===== src/rtl/seq_det_pkg.sv =====
// Shared definitions for the serial pattern detector family.
// Holds the two-state encoding and the cfg_len width helper.
package seq_det_pkg;

  typedef enum logic {
    ST_IDLE   = 1'b0,
    ST_SEARCH = 1'b1
  } state_e;

  // Wide enough to hold every legal length 1..patW, plus room to see illegal ones.
  function automatic int lenWidth(input int patW);
    return $clog2(patW) + 1;
  endfunction

endpackage


===== src/rtl/sat_counter.sv =====
// Saturating up-counter with a clear input that wins over increment.
// Holds at all-ones instead of wrapping.
module sat_counter #(
  parameter int CNT_W = 8
) (
  input  logic             clk_i,
  input  logic             reset_n_i,
  input  logic             inc_i,
  input  logic             clr_i,
  output logic [CNT_W-1:0] count_o
);

  logic [CNT_W-1:0] count_q;
  logic [CNT_W-1:0] count_d;

  always_comb begin
    count_d = count_q;
    if (clr_i) begin
      count_d = '0;
    end else if (inc_i && (count_q != {CNT_W{1'b1}})) begin
      count_d = count_q + CNT_W'(1);
    end
  end

  always_ff @(posedge clk_i) begin
    if (!reset_n_i) begin
      count_q <= '0;
    end else begin
      count_q <= count_d;
    end
  end

  assign count_o = count_q;

endmodule


===== src/rtl/seq_pattern_detector.sv =====
// Detects a runtime-programmable serial bit pattern on a qualified stream,
// with overlap/non-overlap modes, a registered detect pulse and a match counter.
module seq_pattern_detector
  import seq_det_pkg::*;
#(
  parameter int PAT_W = 8,
  parameter int LEN_W = lenWidth(PAT_W),
  parameter int CNT_W = 8
) (
  input  logic             clk_i,
  input  logic             reset_n_i,
  input  logic             din_valid_i,
  input  logic             din_i,
  input  logic             cfg_load_i,
  input  logic [PAT_W-1:0] cfg_pattern_i,
  input  logic [LEN_W-1:0] cfg_len_i,
  input  logic             cfg_overlap_i,
  input  logic             count_clr_i,
  output logic             detected_o,
  output logic [CNT_W-1:0] match_count_o,
  output logic             cfg_err_o,
  output logic             armed_o
);

  state_e             state_q;
  logic [PAT_W-1:0]   history_q;
  logic [PAT_W-1:0]   history_d;
  logic [LEN_W-1:0]   fill_q;
  logic [LEN_W-1:0]   fill_d;
  logic [PAT_W-1:0]   pattern_q;
  logic [LEN_W-1:0]   patLen_q;
  logic               overlap_q;
  logic               detected_q;
  logic               cfgErr_q;

  logic               accept;
  logic               lenLegal;
  logic               matchHit;
  logic [PAT_W-1:0]   lenMask;

  // A bit arriving together with cfg_load is dropped, so config always wins.
  assign accept   = (state_q == ST_SEARCH) && din_valid_i && !cfg_load_i;
  assign lenLegal = (cfg_len_i != '0) && (cfg_len_i <= LEN_W'(PAT_W));

  always_comb begin
    history_d = {history_q[PAT_W-2:0], din_i};
    fill_d    = (fill_q == LEN_W'(PAT_W)) ? fill_q : fill_q + LEN_W'(1);
    for (int i = 0; i < PAT_W; i++) begin
      lenMask[i] = (i < int'(patLen_q));
    end
    matchHit = accept && (fill_d >= patLen_q) &&
               (((history_d ^ pattern_q) & lenMask) == '0);
  end

  always_ff @(posedge clk_i) begin
    if (!reset_n_i) begin
      state_q    <= ST_IDLE;
      history_q  <= '0;
      fill_q     <= '0;
      pattern_q  <= '0;
      patLen_q   <= '0;
      overlap_q  <= 1'b0;
      detected_q <= 1'b0;
      cfgErr_q   <= 1'b0;
    end else begin
      detected_q <= matchHit;
      if (cfg_load_i) begin
        if (lenLegal) begin
          state_q   <= ST_SEARCH;
          cfgErr_q  <= 1'b0;
          pattern_q <= cfg_pattern_i;
          patLen_q  <= cfg_len_i;
          overlap_q <= cfg_overlap_i;
          history_q <= '0;
          fill_q    <= '0;
        end else begin
          state_q  <= ST_IDLE;
          cfgErr_q <= 1'b1;
        end
      end else if (accept) begin
        // Non-overlap keeps the history but demands a full set of fresh bits.
        history_q <= history_d;
        fill_q    <= (matchHit && !overlap_q) ? '0 : fill_d;
      end
    end
  end

  sat_counter #(
    .CNT_W(CNT_W)
  ) u_match_cnt (
    .clk_i    (clk_i),
    .reset_n_i(reset_n_i),
    .inc_i    (matchHit),
    .clr_i    (count_clr_i),
    .count_o  (match_count_o)
  );

  assign detected_o = detected_q;
  assign cfg_err_o  = cfgErr_q;
  assign armed_o    = (state_q == ST_SEARCH);

endmodule


===== config.mk =====
export PLATFORM = sky130hd
export DESIGN_NAME = seq_pattern_detector
export DESIGN_NICKNAME = d
export VERILOG_FILES = /design/src/rtl/seq_det_pkg.sv /design/src/rtl/sat_counter.sv /design/src/rtl/seq_pattern_detector.sv
export SDC_FILE = /design/constraint.sdc
export NUM_CORES = 1
export LEC_CHECK = 0
export BUFFER_PORTS_ARGS = -buffer_cell sky130_fd_sc_hd__buf_2
export CAP_MARGIN = 0
export CELL_PAD_IN_SITES_DETAIL_PLACEMENT = 1
export CELL_PAD_IN_SITES_GLOBAL_PLACEMENT = 1
export CORE_MARGIN = 3
export CORE_UTILIZATION = 35
export CTS_CLUSTER_DIAMETER = 50
export DETAILED_ROUTE_END_ITERATION = 10
export GPL_TIMING_DRIVEN = 0
export HOLD_SLACK_MARGIN = 0.12
export PLACE_DENSITY_LB_ADDON = 0.08
export SYNTH_ARGS = -nofsm -noshare
export SYNTH_HDL_FRONTEND = slang
export SYNTH_HIERARCHICAL = 1
export SYNTH_SLANG_ARGS = --single-unit

===== constraint.sdc =====
create_clock -name clk_i -period 2.69 [get_ports clk_i]
set_input_delay 0 -clock clk_i [delete_from_list [all_inputs] [get_ports clk_i]]
set_output_delay 0 -clock clk_i [all_outputs]
set_load 0.005 [all_outputs]

==> results.cfg <==
[global_route]
grt_pass1_wl_um = 7990
grt_max_degree = 12
grt_pass1_vias = 1619
grt_usage_pct = 16.5
grt_overflow = 0
antenna_found_initial = 0

[critical_path]
slowest_delay_ns = 0.37
startpoint = fill_q[0]$_SDFFE_PN0P_
worstPathCellList = inv_4, ha_4, nand2_4, nor2_4, xnor2_2, ha_1, nand2b_4, a2111oi_4, a21oi_2, nand3_2, nor2_4, and4_1, o21ai_0, a21oi_1
crit_path_frequent_cell = nor2_4
critPathRequiredTime_ns = 2.85
crit_path_start_kind = flop
r2r-start = fill_q[0]$_SDFFE_PN0P_
crit_path_end_kind = flop
cp_slowest_cell = dfxtp_4
timing.rr.end = u_match_cnt/count_o[3]$_SDFFE_PP0P_
crit_arrival_ns = 2.73
critPathKind = reg -> reg
path_max_fanout = 7
ff2ff_path_depth = 14
r2r_setup_slack_ns = 0.12

[synth]
syn_avg_cell_area_um2 = 8.61
syn-num-nets = 240
synth_compound_area_share_pct = 21.9
synth_fa_ha_area_share_pct = 4.75
yosys.area_share.simple_pct = 24.1
synthXorXnorAreaFrac_pct = 5.70
synthesis.area_mm2 = 0.00184
muxShareOfSynthArea_pct = 1.63
ys_seq_area_share_pct = 38.0
synthDistinctLibCells = 44
syn_inst = 214
synth-seq-cells = 35
synth_top_family_by_area = simple AND/OR/NAND/NOR gates
yosys_warnings = 6

[timing]
rsz0062_at_grt = true
fin_crit_sh_pct = 95.7
fin_skew_ns = 0.00948
setup_tns_ns = 0
finalHoldViolCount = 0
tightest_slew_ns = 0.651
setup_violations = 0
slew_headroom_pct = 56.5
fmax_mhz = 389
period_needed_ns = 2.57
drv_slew = 0

[detailed_routing]
drtAntennaViolNets = 0
wl_per_cell_um = 14.2
wl_um = 4880
num_vias = 1709
viasPerCell = 4.98
first_iter_violations = 28
drt_first_pass_iters = 4
drc_errors = 0

[floorplanning]
die_height_um = 78.6
start_util_pct = 37.5
io_pins = 30
design.core.area_mm2 = 0.00491
fp.dieW_um = 78.6
dieArea_mm2 = 0.00617
core.rowCount = 25

[cells_and_area]
area_growth_pct = 35.8
nets = 302
stdcell_count = 343
drive_gt1_share_pct = 28.3
design_area_mm2 = 0.00250
diodes = 0

[clock_tree]
clock_path_buffers = 2
cts_max_level = 2
cts_tree = built
cts.sinks = 35
cts-root-buf = clkbuf_8
cts_buffers = 5
worst_setup_hold_path_clk_slew_ns = 0.08
clock_latency_ns = 0.29

[place]
dpl_cell_area_mm2 = 0.00207
dp_cells = 310
gp_congestion = 0.771
dp_hpwl_um = 3480
port_buffers = 29

[outcome]
status = finished clean

[hold_path]
hold_depth = 5
worstHoldEndpoint = history_q[2]$_SDFFE_PN0P_
hold_start = din_valid_i
hold_class = in -> reg

[power_and_ir_drop]
peakVddDrop_mv = 0.272
power.density_mw_per_mm2 = 432
p_leak_nw = 0.959

[run]
cap_violations = 0
==> how the worst max path moves through the flow <==
stage | end | slack, ns | cells past startpoint
3_5_place_dp | u_match_cnt/count_o[5]$_SDFFE_PP0P_ | -0.24 | 14
5_1_grt | u_match_cnt/count_o[3]$_SDFFE_PP0P_ | -0.05 | 14
6_report | u_match_cnt/count_o[3]$_SDFFE_PP0P_ | 0.12 | 14
3_3_place_gp | u_match_cnt/count_o[5]$_SDFFE_PP0P_ | -0.18 | 14
4_1_cts | u_match_cnt/count_o[5]$_SDFFE_PP0P_ | 0.02 | 14
2_1_floorplan | u_match_cnt/count_o[6]$_SDFFE_PP0P_ | 0.19 | 14
==> power breakdown <==
part | switching (W) | total (W) | internal (W) | leakage [nW]
logic | 0.0000725 | 0.000150 | 0.0000775 | 0.627
registers | 0.0000113 | 0.000542 | 0.000530 | 0.285
clock network | 0.000189 | 0.000390 | 0.000201 | 0.0470
total | 0.000273 | 0.00108 | 0.000809 | 0.959
==> layout by cell type, fill, tap and decap left out, types with 2 or more instances in the layout <==
cell type	Yosys	final
clkbuf_8	0	6
nor2_2	2	3
o21ai_1	2	2
mux2i_1	3	3
a21boi_1	21	21
ha_1	7	5
buf_2	3	32
a31oi_1	3	3
nor2_4	0	3
dlygate4sd3_1	0	20
a21oi_2	2	2
and4_4	1	2
dfxtp_1	35	33
nand3_1	11	10
nand2b_1	3	3
nor2b_1	6	6
a22oi_1	3	3
inv_2	1	2
buf_4	0	6
nand2_1	43	42
xnor2_1	11	9
a21oi_1	6	6
ha_4	0	2
and4_1	4	3
nor2_1	7	3
clkbuf_1	3	3
inv_1	8	6
nor3_1	4	3
xnor2_2	0	2
o21ai_0	4	4
nor3_2	1	2
==> per-layer routing <==
metal / up-vias / share of wire (%) / GRT usage (%)
met5: - / 0 / 0
met4: 0 / 1.3 / 5.24
met3: 6 / 2.7 / 3.44
met2: 22 / 48 / 26.0
met1: 814 / 48 / 22.5
li1: 867 / - / -
==> through the flow <==
stage | util (%) | hold WS [ns] | total power, W | worst slack (ns)
2_1_floorplan | - | 0.135 | 0.000627 | 0.193
3_3_place_gp | 42.2 | 0.242 | 0.000667 | -0.183
3_5_place_dp | 42.2 | 0.248 | 0.000670 | -0.238
4_1_cts | 48.6 | 0.195 | 0.00109 | 0.0237
5_1_grt | 51.0 | 0.252 | 0.00115 | -0.0523
6_report | 51.0 | 0.202 | 0.00108 | 0.116
==> flip-flops by register name, summed over array words and instances (netlist names) <==
name,cells
pattern_q,8
history_q,7
overlap_q,1
detected_o,1
armed_o,1
fill_q,4
cfg_err_o,1
u_match_cnt/count_o,8
patLen_q,4
==> cells by family (layout without fill, tap and decap cells) <==
family          Yosys count  after routing
flops                    35             35
fa+ha+maj                 7              7
compound gates           52             52
xor+xnor                 12             12
buf+inv                  16             78
simple gates             89             89
mux                       3              3
==> worst max-delay path, delay by kind of cell, from the launching register on <==
family          cells  cell delay [ns]
compound gates      4             0.68
xor+xnor            1             0.13
fa+ha+maj           2             0.38
buf+inv             1             0.08
flops               1             0.37
simple gates        6             0.81
==> synthesized netlist by cell type (all sizes together) <==
master	count	share of area (%)
buf	4	1.4
nand3	11	3.0
and3	1	0.34
nand2	43	8.8
a31oi	3	1.0
ha	7	4.8
nor3	5	1.6
o21ai	6	1.6
xor2	1	0.48
xnor2	11	5.2
nor4	1	0.34
a2111oi	1	1.5
o21a	1	0.41
a211oi	2	1.1
a21boi	23	9.6
a21oi	8	2.6
dfxtp	35	38
o32ai	1	0.88
nand4	1	0.34
and4	5	2.5
mux2i	3	1.6
nor2	9	2.1
nor2b	7	2.5
inv	9	1.8
a41oi	1	0.88
nand2b	4	1.8
a22oi	3	1.2
a311oi	1	0.48
clkbuf	3	0.61
and2	2	0.81
o22ai	2	0.68
==> what timing repair did <==
action,in CTS,in global routing
hold buffers,20,0
resized for setup,9,16
pin swaps,0,10
setup endpoints to repair,7,7
hold endpoints to repair,26,0
cloned,0,0
buffers inserted,0,6
==> final cells by class <==
cell class	instances	area [µm²]
sequential	35	706
multi-input combinational	163	1160
clock buffer	6	82.6
buffer	7	37.5
inverter	9	36.3
clock inverter	1	5.00
tap	67	83.8
fill	584	2410
timing repair buffer	55	390
No activity file was read; power rests on OpenSTA's default activity.
